$ cat src/rtl/pr_elastic_stage.sv
// Elastic pipeline register with a 2-entry skid buffer and a registered IN_READY.
// MAIN drives the outputs and SKID catches the one entry accepted while downstream stalls.
module pr_elastic_stage #(
   parameter int unsigned DATA_WIDTH = 96,
   parameter int unsigned CTRL_WIDTH = 15
) (
   input  logic                  CLK,
   input  logic                  RESET,
   input  logic                  FLUSH,
   input  logic                  IN_VALID,
   output logic                  IN_READY,
   input  logic [DATA_WIDTH-1:0] IN_DATA,
   input  logic [CTRL_WIDTH-1:0] IN_CTRL,
   output logic                  OUT_VALID,
   input  logic                  OUT_READY,
   output logic [DATA_WIDTH-1:0] OUT_DATA,
   output logic [CTRL_WIDTH-1:0] OUT_CTRL,
   output logic [1:0]            OCCUPANCY
);

   typedef enum logic [1:0] {
      ST_EMPTY = 2'd0,
      ST_FULL  = 2'd1,
      ST_SKID  = 2'd2
   } state_t;

   state_t                r_state;
   state_t                w_state_nxt;
   logic                  r_in_ready;
   logic                  r_out_valid;
   logic [DATA_WIDTH-1:0] r_main_data, w_main_data_nxt;
   logic [CTRL_WIDTH-1:0] r_main_ctrl, w_main_ctrl_nxt;
   logic [DATA_WIDTH-1:0] r_skid_data, w_skid_data_nxt;
   logic [CTRL_WIDTH-1:0] r_skid_ctrl, w_skid_ctrl_nxt;

   // State register; handshake flags are registered copies of the next-state decode.
   always_ff @(posedge CLK or negedge RESET) begin
      if (!RESET) begin
         r_state     <= ST_EMPTY;
         r_in_ready  <= 1'b1;
         r_out_valid <= 1'b0;
      end else begin
         r_state     <= w_state_nxt;
         r_in_ready  <= (w_state_nxt != ST_SKID);
         r_out_valid <= (w_state_nxt != ST_EMPTY);
      end
   end

   always_comb begin
      w_state_nxt = r_state;
      if (FLUSH) begin
         w_state_nxt = ST_EMPTY;
      end else begin
         unique case (r_state)
            ST_EMPTY: if (IN_VALID) w_state_nxt = ST_FULL;
            ST_FULL: begin
               if (OUT_READY && !IN_VALID)      w_state_nxt = ST_EMPTY;
               else if (!OUT_READY && IN_VALID) w_state_nxt = ST_SKID;
            end
            ST_SKID: if (OUT_READY) w_state_nxt = ST_FULL;
            default: w_state_nxt = ST_EMPTY;
         endcase
      end
   end

   // MAIN is zeroed whenever it drains so a bubble never carries a live write enable.
   always_comb begin
      w_main_data_nxt = r_main_data;
      w_main_ctrl_nxt = r_main_ctrl;
      w_skid_data_nxt = r_skid_data;
      w_skid_ctrl_nxt = r_skid_ctrl;
      if (FLUSH) begin
         w_main_data_nxt = '0;
         w_main_ctrl_nxt = '0;
         w_skid_data_nxt = '0;
         w_skid_ctrl_nxt = '0;
      end else begin
         unique case (r_state)
            ST_EMPTY: begin
               if (IN_VALID) begin
                  w_main_data_nxt = IN_DATA;
                  w_main_ctrl_nxt = IN_CTRL;
               end
            end
            ST_FULL: begin
               if (OUT_READY && IN_VALID) begin
                  w_main_data_nxt = IN_DATA;
                  w_main_ctrl_nxt = IN_CTRL;
               end else if (OUT_READY) begin
                  w_main_data_nxt = '0;
                  w_main_ctrl_nxt = '0;
               end else if (IN_VALID) begin
                  w_skid_data_nxt = IN_DATA;
                  w_skid_ctrl_nxt = IN_CTRL;
               end
            end
            ST_SKID: begin
               if (OUT_READY) begin
                  w_main_data_nxt = r_skid_data;
                  w_main_ctrl_nxt = r_skid_ctrl;
                  w_skid_data_nxt = '0;
                  w_skid_ctrl_nxt = '0;
               end
            end
            default: begin
               w_main_data_nxt = '0;
               w_main_ctrl_nxt = '0;
               w_skid_data_nxt = '0;
               w_skid_ctrl_nxt = '0;
            end
         endcase
      end
   end

   always_ff @(posedge CLK or negedge RESET) begin
      if (!RESET) begin
         r_main_data <= '0;
         r_main_ctrl <= '0;
         r_skid_data <= '0;
         r_skid_ctrl <= '0;
      end else begin
         r_main_data <= w_main_data_nxt;
         r_main_ctrl <= w_main_ctrl_nxt;
         r_skid_data <= w_skid_data_nxt;
         r_skid_ctrl <= w_skid_ctrl_nxt;
      end
   end

   assign IN_READY  = r_in_ready;
   assign OUT_VALID = r_out_valid;
   assign OUT_DATA  = r_main_data;
   assign OUT_CTRL  = r_main_ctrl;
   assign OCCUPANCY = r_state;

endmodule

$ cat config.mk
export PLATFORM = sky130hd
export DESIGN_NAME = pr_elastic_stage
export DESIGN_NICKNAME = d
export VERILOG_FILES = /design/src/rtl/pr_elastic_stage.sv
export SDC_FILE = /design/constraint.sdc
export NUM_CORES = 1
export LEC_CHECK = 0
export ABC_AREA = 1
export CAP_MARGIN = 0
export CORE_MARGIN = 3
export CORE_UTILIZATION = 57
export CTS_CLUSTER_SIZE = 10
export DETAILED_ROUTE_END_ITERATION = 7
export GPL_ROUTABILITY_DRIVEN = 0
export GPL_TIMING_DRIVEN = 0
export PLACE_DENSITY_LB_ADDON = 0.12
export SLEW_MARGIN = 20
export SYNTH_ARGS = -nofsm -noshare
export SYNTH_HDL_FRONTEND = slang
export SYNTH_SLANG_ARGS = --single-unit
$ cat constraint.sdc
create_clock -name CLK -period 2.17 [get_ports CLK]
set_input_delay 0.434 -clock CLK [delete_from_list [all_inputs] [get_ports CLK]]
set_output_delay 0.434 -clock CLK [all_outputs]
set_load 0.05 [all_outputs]
# ---- Word-level counts from Yosys, hierarchy flattened
# Index checks and enable logic that the tools add are counted.
dict set report totals {
  in_bits 116
  n_memories 0
  latch_bits 0
  rom_bits 0
  out_inout_bits 115
  word_cells 52
  ramBits 0
  reg_bits 226
}
dict set report op_classes {
  reduce_logical 9
  magnitude_cmp 0
  div 0
  n_eq_ne 10
  mul 0
  mux 26
  addsub 0
  bitwise 0
  n_shift 0
}
# operator count
set op_table {}
lappend op_table {{96-bit two-way mux} 8}
lappend op_table {{96-bit case mux with 3 select lines} 2}
lappend op_table {{15-bit two-way mux} 8}
lappend op_table {{15-bit case mux with 3 select lines} 2}
lappend op_table {{3-bit inequality test, second input constant} 5}
lappend op_table {{2-bit two-way mux} 5}
lappend op_table {{2-bit case mux with 3 select lines} 1}
lappend op_table {{5-bit AND reduction} 1}
lappend op_table {{2-bit inequality test, second input constant} 2}
lappend op_table {{4-bit inequality test, second input constant} 1}
lappend op_table {{1-bit logical AND} 3}
lappend op_table {{3-bit AND reduction} 1}
lappend op_table {{2-bit by 1-bit equality test with 1-bit output, second input constant} 1}
lappend op_table {{2-bit equality test, second input constant} 1}
lappend op_table {{1-bit zero test} 2}
lappend op_table {{2-bit zero test} 1}
lappend op_table {{2-bit nonzero test} 1}

# ---- Logic depth before layout (Yosys ltp)
# Gate-level depths: netlist of run 1.
dict set report logic_depth {
  ltp_word 7
  depth_mapped 9
  mapped_depth_nobuf 6
}

# ---- Least setup slack after synthesis of run 1
# OpenSTA, ideal clock, no wires.
dict set report synth_path {
  path_type {reg2reg}
  startpoint {register r_state[0], in the netlist OCCUPANCY[0]}
  endpoint {register r_main_ctrl[0], in the netlist OUT_CTRL[0]}
  path_buffers 3
  stages_incl_launch_ff 10
  synth_period_minus_slack_ns 1.636
  t_required_ns 2.104
  arrival_time_ns 1.570
  slack_ns 0.534
  setup_time_ns 0.066
  cell_sequence {dfrtp_1 buf_4 nor2_1 nor2_2 nand2_1 nand2_1 buf_4 buf_2 nand2_1 nand2_1}
}
dict set report synth_via {
  elab_chain_len 3
  elab_cells_between_ends 9
  cone_classes {5 x eq/ne; 2 x mux; 2 x reduce/logical}
}
# element line_no
set synth_rtl {}
lappend synth_rtl {{start, declared} 27} ;# state_t r_state;
lappend synth_rtl {{start signal, assigned} 43} ;# r_state <= w_state_nxt;
lappend synth_rtl {{2-bit by 1-bit equality test with 1-bit output, or another cell as far along} 78} ;# unique case (r_state)
lappend synth_rtl {{4-bit inequality test (no line), or another cell as far along} n/a}
lappend synth_rtl {{3-bit AND reduction (no line) / 15-bit two-way mux (equally long branches)} n/a}
lappend synth_rtl {{end signal, assigned} 123} ;# r_main_ctrl <= w_main_ctrl_nxt;
lappend synth_rtl {{end, declared} 32} ;# logic [CTRL_WIDTH-1:0] r_main_ctrl, w_main_ctrl_nxt;
# Several ways; a longest one is shown, not always the timed one.
# A chain may end at the register's enable or synchronous reset.

# ---- Worst setup path in the final report of run 1
dict set report layout_path {
  startpoint {register r_main_data[11], in the netlist OUT_DATA[11]}
  endpoint {output OUT_DATA[11]}
}
# element line_no
set layout_lines {}
lappend layout_lines {{start, declared} 31} ;# logic [DATA_WIDTH-1:0] r_main_data, w_main_data_nxt;
lappend layout_lines {{start signal, assigned} 122} ;# r_main_data <= w_main_data_nxt;
lappend layout_lines {{end, declared} 16} ;# output logic [DATA_WIDTH-1:0] OUT_DATA,
# No word-level cell between the ends.

==> summary.md, run 1 <==
| Metric | Value |
|---|---|
| Top post-synthesis cells by area | dfrtp_1 48%, nand2_1 25%, nand3_1 9.6% |
| Worst VDD drop | 0.665 mV |
| Hold Crit Depth | 3 |
| CTS tree | built |
| Period utilization | 98.4% |
| Synthesized area | 11,700 um2 |
| Post-synthesis mux area share | 0% |
| Net count after synthesis | 1,740 |
| Minimum clock period | 2140 ps |
| Tot GR Track Use | 31.1% |
| Slew Limit Fails | 0 |
| Post-synth EDFFs | 0 |
| Layout Area Growth over Synthesis | 29.6% |
| Deepest clock path buffer count | 3 |
| DRC viols | 0 |
| Top cells by count, synth | 783 x nand2_1, 226 x nand3_1, 225 x dfrtp_1 |
| MaxCap Viol Count | 0 |
| Critical path launch point type | flop |
| Antenna-violating nets left | 0 |
| DRT Pass-1 Iters | 8 |
| Die area | 22,400 um2 |
| Final core occ | 76.6% |
| Vias in the first global route | 11,367 |
| Reg2reg path depth | 8 |
| Worst-margin pin slew | 584 ps |
| Grt ovf | 0 |
| Clk root buf | clkbuf_16 |
| Slew HR | 61.0% |
| WL/cell | 16.2 um |
| Worst skew pair latency | 530 ps |
| Initial drt markers | 896 |
| Vias per cell | 5.55 |
| Max stage delay cell, worst path | clkdlybuf4s50_1 |
| Overall Power | 11,300 uW |
| DP Cell Count | 2,120 |
| Largest stage delay, worst path | 820 ps |
| Synth area leader | dfrtp_1 |
| Post-synthesis sequential area ratio | 48.2% |
| Post-Route WL | 35,100 um |
| Rows | 51 |
| Hold WC Path Type | primary input to flop |
| Initial antenna violation count | 3 |
| Adder-Cell Fraction of Synth Area | 0% |
| Proportion of layout cells with a drive suffix above 1 | 8.55% |
| Sw Pwr | 3620 uW |
| Synth Area in XOR/XNOR | 0% |
| WP data arrival | 1700 ps |
| Number of port buffers | 229 |
| Initial core utilization | 59.2% |
| Cell count along the critical path | 1 |
| Dominant synthesized flop cell | dfrtp_1 |
| Switch share | 31.9% |
| CP Data Required Time | 1740 ps |
| Ports | 231 |
| Worst path buffer plus inverter count | 1 |
| CTS sink cnt | 226 |
| Post-synthesis compound-gate area fraction | 0.117% |
| Crit end category | primary output |
| Core area | 19,800 um2 |
| CTS clock-pin slew for the worst setup and hold paths | 60 ps |
| Yosys Warn Count | 0 |
| Synthesized area per cell | 7.23 um2 |
| Largest net degree at the start of global routing | 85 |
| Chip Width | 150 um |
| Worst Skew | 9.61 ps |
| Simple logic cell fraction of the synthesized area | 44.7% |
| Power Density | 745 nW/um2 |
| Async S/R FF share, synth | 100% |
| Final setup violation count | 0 |
| Status | finished, final reports clean |
| Post-layout nets | 2,000 |
| Num CTS Buffers | 26 |
| Place WS | -11.1 ps |
| Comb pwr share | 23.9% |
| Delay-heaviest family, CP | buffers and inverters |
| Sequential share of power | 41.6% |
| H-tree depth | 1 |
| Mapped Cells | 1,624 |
| Global-route wire length before repair | 56,700 um |
| Final hold vios | 0 |
| Die Ht | 150 um |
| Clock share of power | 34.5% |
| Vias | 12,004 |
| Pint | 7720 uW |
| Share of the synthesized area in the top cell type | 48.0% |
| Leakage | 0.00834 uW |
| CP Class | flop to primary output |
| Non-filler cells, final | 2,162 |
| #FFs+latches synth | 226 |
| Final setup margin | 34.1 ps |
| CP cell instances | clkdlybuf4s50_1 |
| Synth cell types | 19 |
| Post-detail-place hpwl | 23,600 um |
| Most common cell in the netlist | nand2_1 |
| Worst-path fanout max | 2 |
| Setup bufs post-CTS | 0 |
| Largest family of logic cells by synthesized area | simple AND/OR/NAND/NOR gates |
| Max Clock Freq | 468 MHz |
[area by class of cell]
class	count	area, um2
Antenna cell	2	5.00
Buffer	147	800
Clock buffer	39	731
Fill cell	1523	4640
Inverter	6	22.5
Multi-Input combinational cell	1245	5260
Sequential cell	226	5660
Tap cell	265	332
Timing Repair Buffer	232	2400
[state kept, by name, summed over array words and instances, names as in the netlist]
signal,cells
r_skid_data,96
OUT_CTRL,15
IN_READY,1
OUT_VALID,1
OCCUPANCY,2
r_skid_ctrl,15
OUT_DATA,96
[through the flow]
step | hold WS, ps | area [um2] | TNS, ps
after global routing | 308 | 15200 | -13.4
final | 316 | 15200 | 0
after detailed placement | 433 | 14400 | -23.6
after floorplan | 138 | 11700 | 0
after CTS | 290 | 15100 | 0
after global placement | 461 | 14400 | -1972060
[placed cells by master (no fill, tap or decap), types with 4 or more instances in the layout]
master,synthesis,layout
dlygate4sd2_1,0,12
nor2_2,4,4
clkbuf_16,0,27
buf_6,12,12
nor2_1,116,116
nand2_1,783,783
dlymetal6s2s_1,0,22
clkbuf_1,25,36
buf_2,99,99
buf_4,9,9
nand3_1,226,226
clkdlybuf4s50_1,0,194
dfrtp_1,225,225
nand4_1,111,111
[logic make-up (layout without fill, tap and decap cells)]
kind of cell,after synthesis,after routing
AND/OR/NAND/NOR,1243,1243
flip-flops,226,226
buffers and inverters,153,424
AO/OA/AOI/OAI,2,2
other,0,2
[per-layer routing]
layer  global-route usage (%)  vias to the layer above  wire, um
met2                     50.3                      563     16900
met4                     12.3                        4      1120
met5                        0                        -        27
li1                         -                     5760         -
met1                     41.6                     5584     13900
met3                     6.09                       93      3140
[path summary, 6_finish.rpt]
check                        startpoint           end  slack (ps)
setup / recovery           OUT_DATA[11]  OUT_DATA[11]          30
hold / removal                    FLUSH      IN_READY         320
setup reg to reg           OCCUPANCY[0]  OUT_DATA[51]         410
hold reg to reg            OUT_DATA[18]  OUT_DATA[18]         470
max in group asynchronous         RESET      IN_READY         840
min in group asynchronous         RESET  OUT_DATA[58]         490
[power groups by stage]
| stage | clock network (uW) | logic [uW] | registers [uW] |
|---|---|---|---|
| 6_report | 3910 | 2710 | 4720 |
| 2_1_floorplan | 0 | 952 | 5450 |
| 4_1_cts | 3970 | 2700 | 4710 |
| 3_5_place_dp | 0 | 2700 | 4780 |
| 5_1_grt | 4150 | 2910 | 4750 |
| 3_3_place_gp | 0 | 2640 | 4780 |
[timing repair]
action / CTS / global route
endpoints found under the hold margin: 70 / 0
hold buffers: 1 / 0
setup endpoints to repair: 12 / 22
gates resized for setup: 12 / 22
[worst register-to-register path, delay by kind of cell, from the launching register on]
kind / cells / cell delay, ps
flops: 1 / 380
compound gates: 1 / 200
simple gates: 4 / 410
buf+inv: 3 / 720
No activity file was read; power rests on OpenSTA's default activity.
==> inputs of run 2 (changes only) <==
--- a/config.mk
+++ b/config.mk
@@ -8,7 +8,7 @@
 export ABC_AREA = 1
 export CAP_MARGIN = 0
 export CORE_MARGIN = 3
-export CORE_UTILIZATION = 57
+export CORE_UTILIZATION = 43
 export CTS_CLUSTER_SIZE = 10
 export DETAILED_ROUTE_END_ITERATION = 7
 export GPL_ROUTABILITY_DRIVEN = 0
==> summary.md, run 2 (synthesized netlist as in run 1, its figures left out) <==
| Metric | Value |
|---|---|
| Initial antenna violation count | 3 |
| Slew HR | 57.7% |
| Worst-path fanout max | 2 |
| Leakage | 0.00842 uW |
| DRT Pass-1 Iters | 6 |
| Final setup margin | 35.1 ps |
| Largest net degree at the start of global routing | 89 |
| WL/cell | 16.5 um |
| Final hold vios | 0 |
| Final setup violation count | 0 |
| Post-layout nets | 2,001 |
| Rows | 59 |
| H-tree depth | 1 |
| Global-route wire length before repair | 58,900 um |
| Most frequent cells in the layout | 783 x nand2_1, 226 x nand3_1, 225 x dfrtp_1, 179 x clkdlybuf4s50_1, 116 x nor2_1 |
| Commonest non-fill, non-tap cell in the layout | nand2_1 |
| Proportion of layout cells with a drive suffix above 1 | 8.60% |
| Die area | 29,300 um2 |
| Non-filler cells, final | 2,231 |
| DP Cell Count | 2,190 |
| CP Launch Point | OUT_DATA[51] |
| Max stage delay cell, worst path | clkdlybuf4s50_1 |
| Worst-margin pin slew | 635 ps |
| Slew Limit Fails | 0 |
| Core area | 26,400 um2 |
| Vias in the first global route | 11,127 |
| Post-detail-place hpwl | 24,600 um |
| Crit end category | primary output |
| Clk root buf | clkbuf_16 |
| Hold_sp | FLUSH |
| Place WS | -79.3 ps |
| Status | finished, final reports clean |
| Worst r2r src | OCCUPANCY[0] |
| Antenna-violating nets left | 0 |
| Post-Route WL | 36,700 um |
| Worst path buffer plus inverter count | 1 |
| Cell area after layout | 15,300 um2 |
| Worst skew pair latency | 530 ps |
| Ports | 231 |
| Initial drt markers | 1,055 |
| Vias per cell | 5.22 |
| Max Clock Freq | 468 MHz |
| WP data arrival | 1700 ps |
| DP Area | 14,500 um2 |
| Tot GR Track Use | 24.7% |
| Crit path to | OUT_DATA[51] |
| Chip Width | 171 um |
| Worst VDD drop | 0.536 mV |
| CTS sink cnt | 226 |
| CP cell instances | clkdlybuf4s50_1 |
| Initial core utilization | 44.4% |
| CP Data Required Time | 1740 ps |
| CP Class | flop to primary output |
| Num CTS Buffers | 27 |
| Largest stage delay, worst path | 810 ps |
| R2R setup slack | 390 ps |
| Grt ovf | 0 |
| CTS tree | built |
| Final-layout fill cell count | 2,520 |
| Reg2reg path depth | 7 |
| Cell count along the critical path | 1 |
| Critical path launch point type | flop |
| Overall Power | 11,400 uW |
| Worst Skew | 9.97 ps |
| Reg2Reg Capture Point | r_skid_data[88] |
| CTS clock-pin slew for the worst setup and hold paths | 60 ps |
| Layout Area Growth over Synthesis | 30.2% |
| Deepest clock path buffer count | 3 |
| Period utilization | 98.4% |
| Hold WC Path Type | primary input to flop |
| Die Ht | 171 um |
| Power Density | 748 nW/um2 |
| MaxCap Viol Count | 0 |
| Vias | 11,648 |
| Delay-heaviest family, CP | buffers and inverters |
| Minimum clock period | 2130 ps |
| Unrepaired setup endpoints after global routing | no |
| Number of port buffers | 229 |
| DRC viols | 0 |
==> run 2: cell count changes in the layout (fill, tap and decap cells not counted), sizes merged <==
cell / delta
dlymetal6s2s: +1
clkdlybuf4s50: -15
diode: -1
dlygate4sd2: +14
==> run 2: routing by layer <==
layer  vias up  GRT usage [%]  share of wire, %
met2       416           39.8                46
met4         4           6.23               2.5
met3        66           3.72               6.1
met5         -              0             0.074
li1       5748              -                 -
met1      5414           35.3                45
==> run 2: cell type report <==
class | count | area, um2 | share of cell area, %
repair buffers | 232 | 2390 | 15.6
diodes | 1 | 2.50 | 0.0164
inverters | 6 | 22.5 | 0.147
multi-input cells | 1245 | 5260 | 34.4
clock buffers | 39 | 741 | 4.84
well taps | 335 | 419 | 2.74
flip-flops and latches | 226 | 5660 | 37.0
plain buffers | 147 | 800 | 5.23
==> run 2: power breakdown <==
group | internal (uW) | total [uW] | switching [uW]
Sequential | 4530 | 4720 | 185
Combinational | 890 | 2690 | 1800
Clock | 2310 | 4030 | 1720
==> run 2: how the worst min path moves through the flow <==
stage,to,slack (ps),cells after the start
after floorplan,OCCUPANCY[0],140,0
after global placement,OUT_CTRL[1],460,2
after detailed placement,OUT_DATA[60],390,1
after CTS,OUT_VALID,300,4
after global routing,IN_READY,340,3
final,IN_READY,320,3
==> run 2: timing repair <==
item                                    4_1_cts  5_1_grt
resized for setup                            26       23
buffers inserted                              0        0
pin swaps                                     0        0
hold buffers                                  1        0
endpoints found under the setup margin       26       23
hold endpoints to repair                     55        0
==> run 2: worst min-delay path, delay by kind of cell <==
kind / cells / cell delay (ps)
AO/OA/AOI/OAI: 1 / 70
buffers and inverters: 1 / 180
AND/OR/NAND/NOR: 1 / 110
==> run 2: stage by stage <==
| stage | hold slack [ps] | util, % | TNS (ps) |
|---|---|---|---|
| floorplan | 138 | - | 0 |
| global placement | 463 | 54.7 | -2074990 |
| detailed placement | 393 | 54.9 | -1790 |
| CTS | 302 | 57.6 | 0 |
| global route | 339 | 57.8 | 0 |
| finish | 317 | 57.8 | 0 |
==> inputs of run 3 (changes only) <==
--- a/config.mk
+++ b/config.mk
@@ -7,6 +7,7 @@
 export LEC_CHECK = 0
 export ABC_AREA = 1
 export CAP_MARGIN = 0
+export CORE_ASPECT_RATIO = 1.4
 export CORE_MARGIN = 3
 export CORE_UTILIZATION = 43
 export CTS_CLUSTER_SIZE = 10
==> summary.md, run 3 (synthesized netlist as in run 1, its figures left out) <==
| Metric | Value |
|---|---|
| CP Class | flop to primary output |
| Antenna-violating nets left | 0 |
| Worst Skew | 6.94 ps |
| Unrepaired setup endpoints after global routing | no |
| Rows | 70 |
| H-tree depth | 1 |
| Clock share of power | 34.6% |
| Max Clock Freq | 469 MHz |
| Worst VDD drop | 0.518 mV |
| Vias in the first global route | 11,289 |
| Final setup margin | 35.6 ps |
| Status | finished, final reports clean |
| Largest net degree at the start of global routing | 95 |
| Layout Area Growth over Synthesis | 30.4% |
| DRT Pass-1 Iters | 5 |
| Hold slack | 335 ps |
| Final hold vios | 0 |
| WL/cell | 16.0 um |
| Commonest non-fill, non-tap cell in the layout | nand2_1 |
| Cell area after layout | 15,300 um2 |
| Initial antenna violation count | 5 |
| Pint | 7680 uW |
| Comb pwr share | 23.8% |
| Worst skew pair latency | 520 ps |
| WP data arrival | 1700 ps |
| Final setup violation count | 0 |
| Sw Pwr | 3640 uW |
| Slew HR | 56.6% |
| Chip Width | 146 um |
| Worst path buffer plus inverter count | 1 |
| Post-layout nets | 2,000 |
| Critical path launch point type | flop |
| Vias per cell | 5.07 |
| Sequential share of power | 41.6% |
| DP Area | 14,500 um2 |
| Initial core utilization | 44.2% |
| CTS tree | built |
| Grt ovf | 0 |
| Proportion of layout cells with a drive suffix above 1 | 8.49% |
| Tot GR Track Use | 24.2% |
| Slew Limit Fails | 0 |
| Number of port buffers | 229 |
| Hold WC Path Type | primary input to flop |
| DRC viols | 0 |
| Power Density | 739 nW/um2 |
| Num CTS Buffers | 26 |
| CTS clock-pin slew for the worst setup and hold paths | 60 ps |
| Switch share | 32.1% |
| Period utilization | 98.4% |
| CP Data Required Time | 1740 ps |
| Delay-heaviest family, CP | buffers and inverters |
| Most frequent cells in the layout | 783 x nand2_1, 226 x nand3_1, 225 x dfrtp_1, 181 x clkdlybuf4s50_1, 116 x nor2_1 |
| MaxCap Viol Count | 0 |
| Worst-path fanout max | 2 |
| Crit end category | primary output |
| CTS sink cnt | 226 |
| Post-detail-place hpwl | 25,100 um |
| Worst-margin pin slew | 651 ps |
| Minimum clock period | 2130 ps |
| Max stage delay cell, worst path | clkdlybuf4s50_1 |
| Die Ht | 201 um |
| CP Launch Point | OUT_DATA[9] |
| Leakage | 0.00839 uW |
| Deepest clock path buffer count | 3 |
| Worst r2r src | OCCUPANCY[0] |
| Core area | 26,500 um2 |
| DP Cell Count | 2,215 |
| Ports | 231 |
| Post-Route WL | 36,200 um |
| Hold_sp | FLUSH |
| Non-filler cells, final | 2,260 |
| Vias | 11,462 |
| CP cell instances | clkdlybuf4s50_1 |
| Largest stage delay, worst path | 820 ps |
| Die area | 29,300 um2 |
| Clk root buf | clkbuf_16 |
| Global-route wire length before repair | 58,400 um |
| Initial drt markers | 739 |
| Place WS | -60.9 ps |
==> run 3: metrics by stage <==
stage / setup TNS [ps] / utilization, % / total power (uW)
floorplan: 0 / - / 6400
global placement: -2062570 / 54.6 / 7480
detailed placement: -4180 / 54.8 / 7510
finish: 0 / 57.7 / 11300
global route: 0 / 57.7 / 11800
CTS: 0 / 57.4 / 11400
==> run 3: worst paths after layout <==
check | to | slack [ps] | cells after the start
max reg2reg | OUT_DATA[85] | 370 | 8
min in group asynchronous | OUT_DATA[57] | 480 | 2
min | OUT_VALID | 340 | 4
max | OUT_DATA[9] | 40 | 1
min reg2reg | OUT_CTRL[2] | 470 | 2
max in group asynchronous | r_skid_data[90] | 790 | 3
==> run 3: repair_timing <==
| item | in CTS | in global routing |
|---|---|---|
| hold endpoints to repair | 77 | 0 |
| gates resized for setup | 25 | 22 |
| setup endpoints to repair | 25 | 22 |
| setup buffers | 0 | 0 |
| hold buffers | 1 | 0 |
==> run 3: layout make-up <==
cell class                 count  area, um2
inverter                       6       22.5
buffer                       147        800
fill                        2556      11200
tap                          360        450
sequential                   226       5660
clock buffer                  40        724
timing repair buffer         232       2390
antenna                        4       10.0
multi-input combinational   1245       5260
==> run 3: power by group through the flow <==
stage          clock network [uW]  logic, uW  registers, uW
6_report                     3920       2690           4710
5_1_grt                      4170       2910           4750
4_1_cts                      4010       2710           4710
3_5_place_dp                    0       2730           4780
3_3_place_gp                    0       2690           4790
2_1_floorplan                   0        952           5450
==> run 3: metal layers <==
metal,global-route usage [%],vias to the layer above,share of wire [%]
met4,7.98,4,3.0
met5,0,-,0.075
met1,31.4,5263,42
met2,41.5,357,49
met3,3.76,78,5.8
li1,-,5760,-
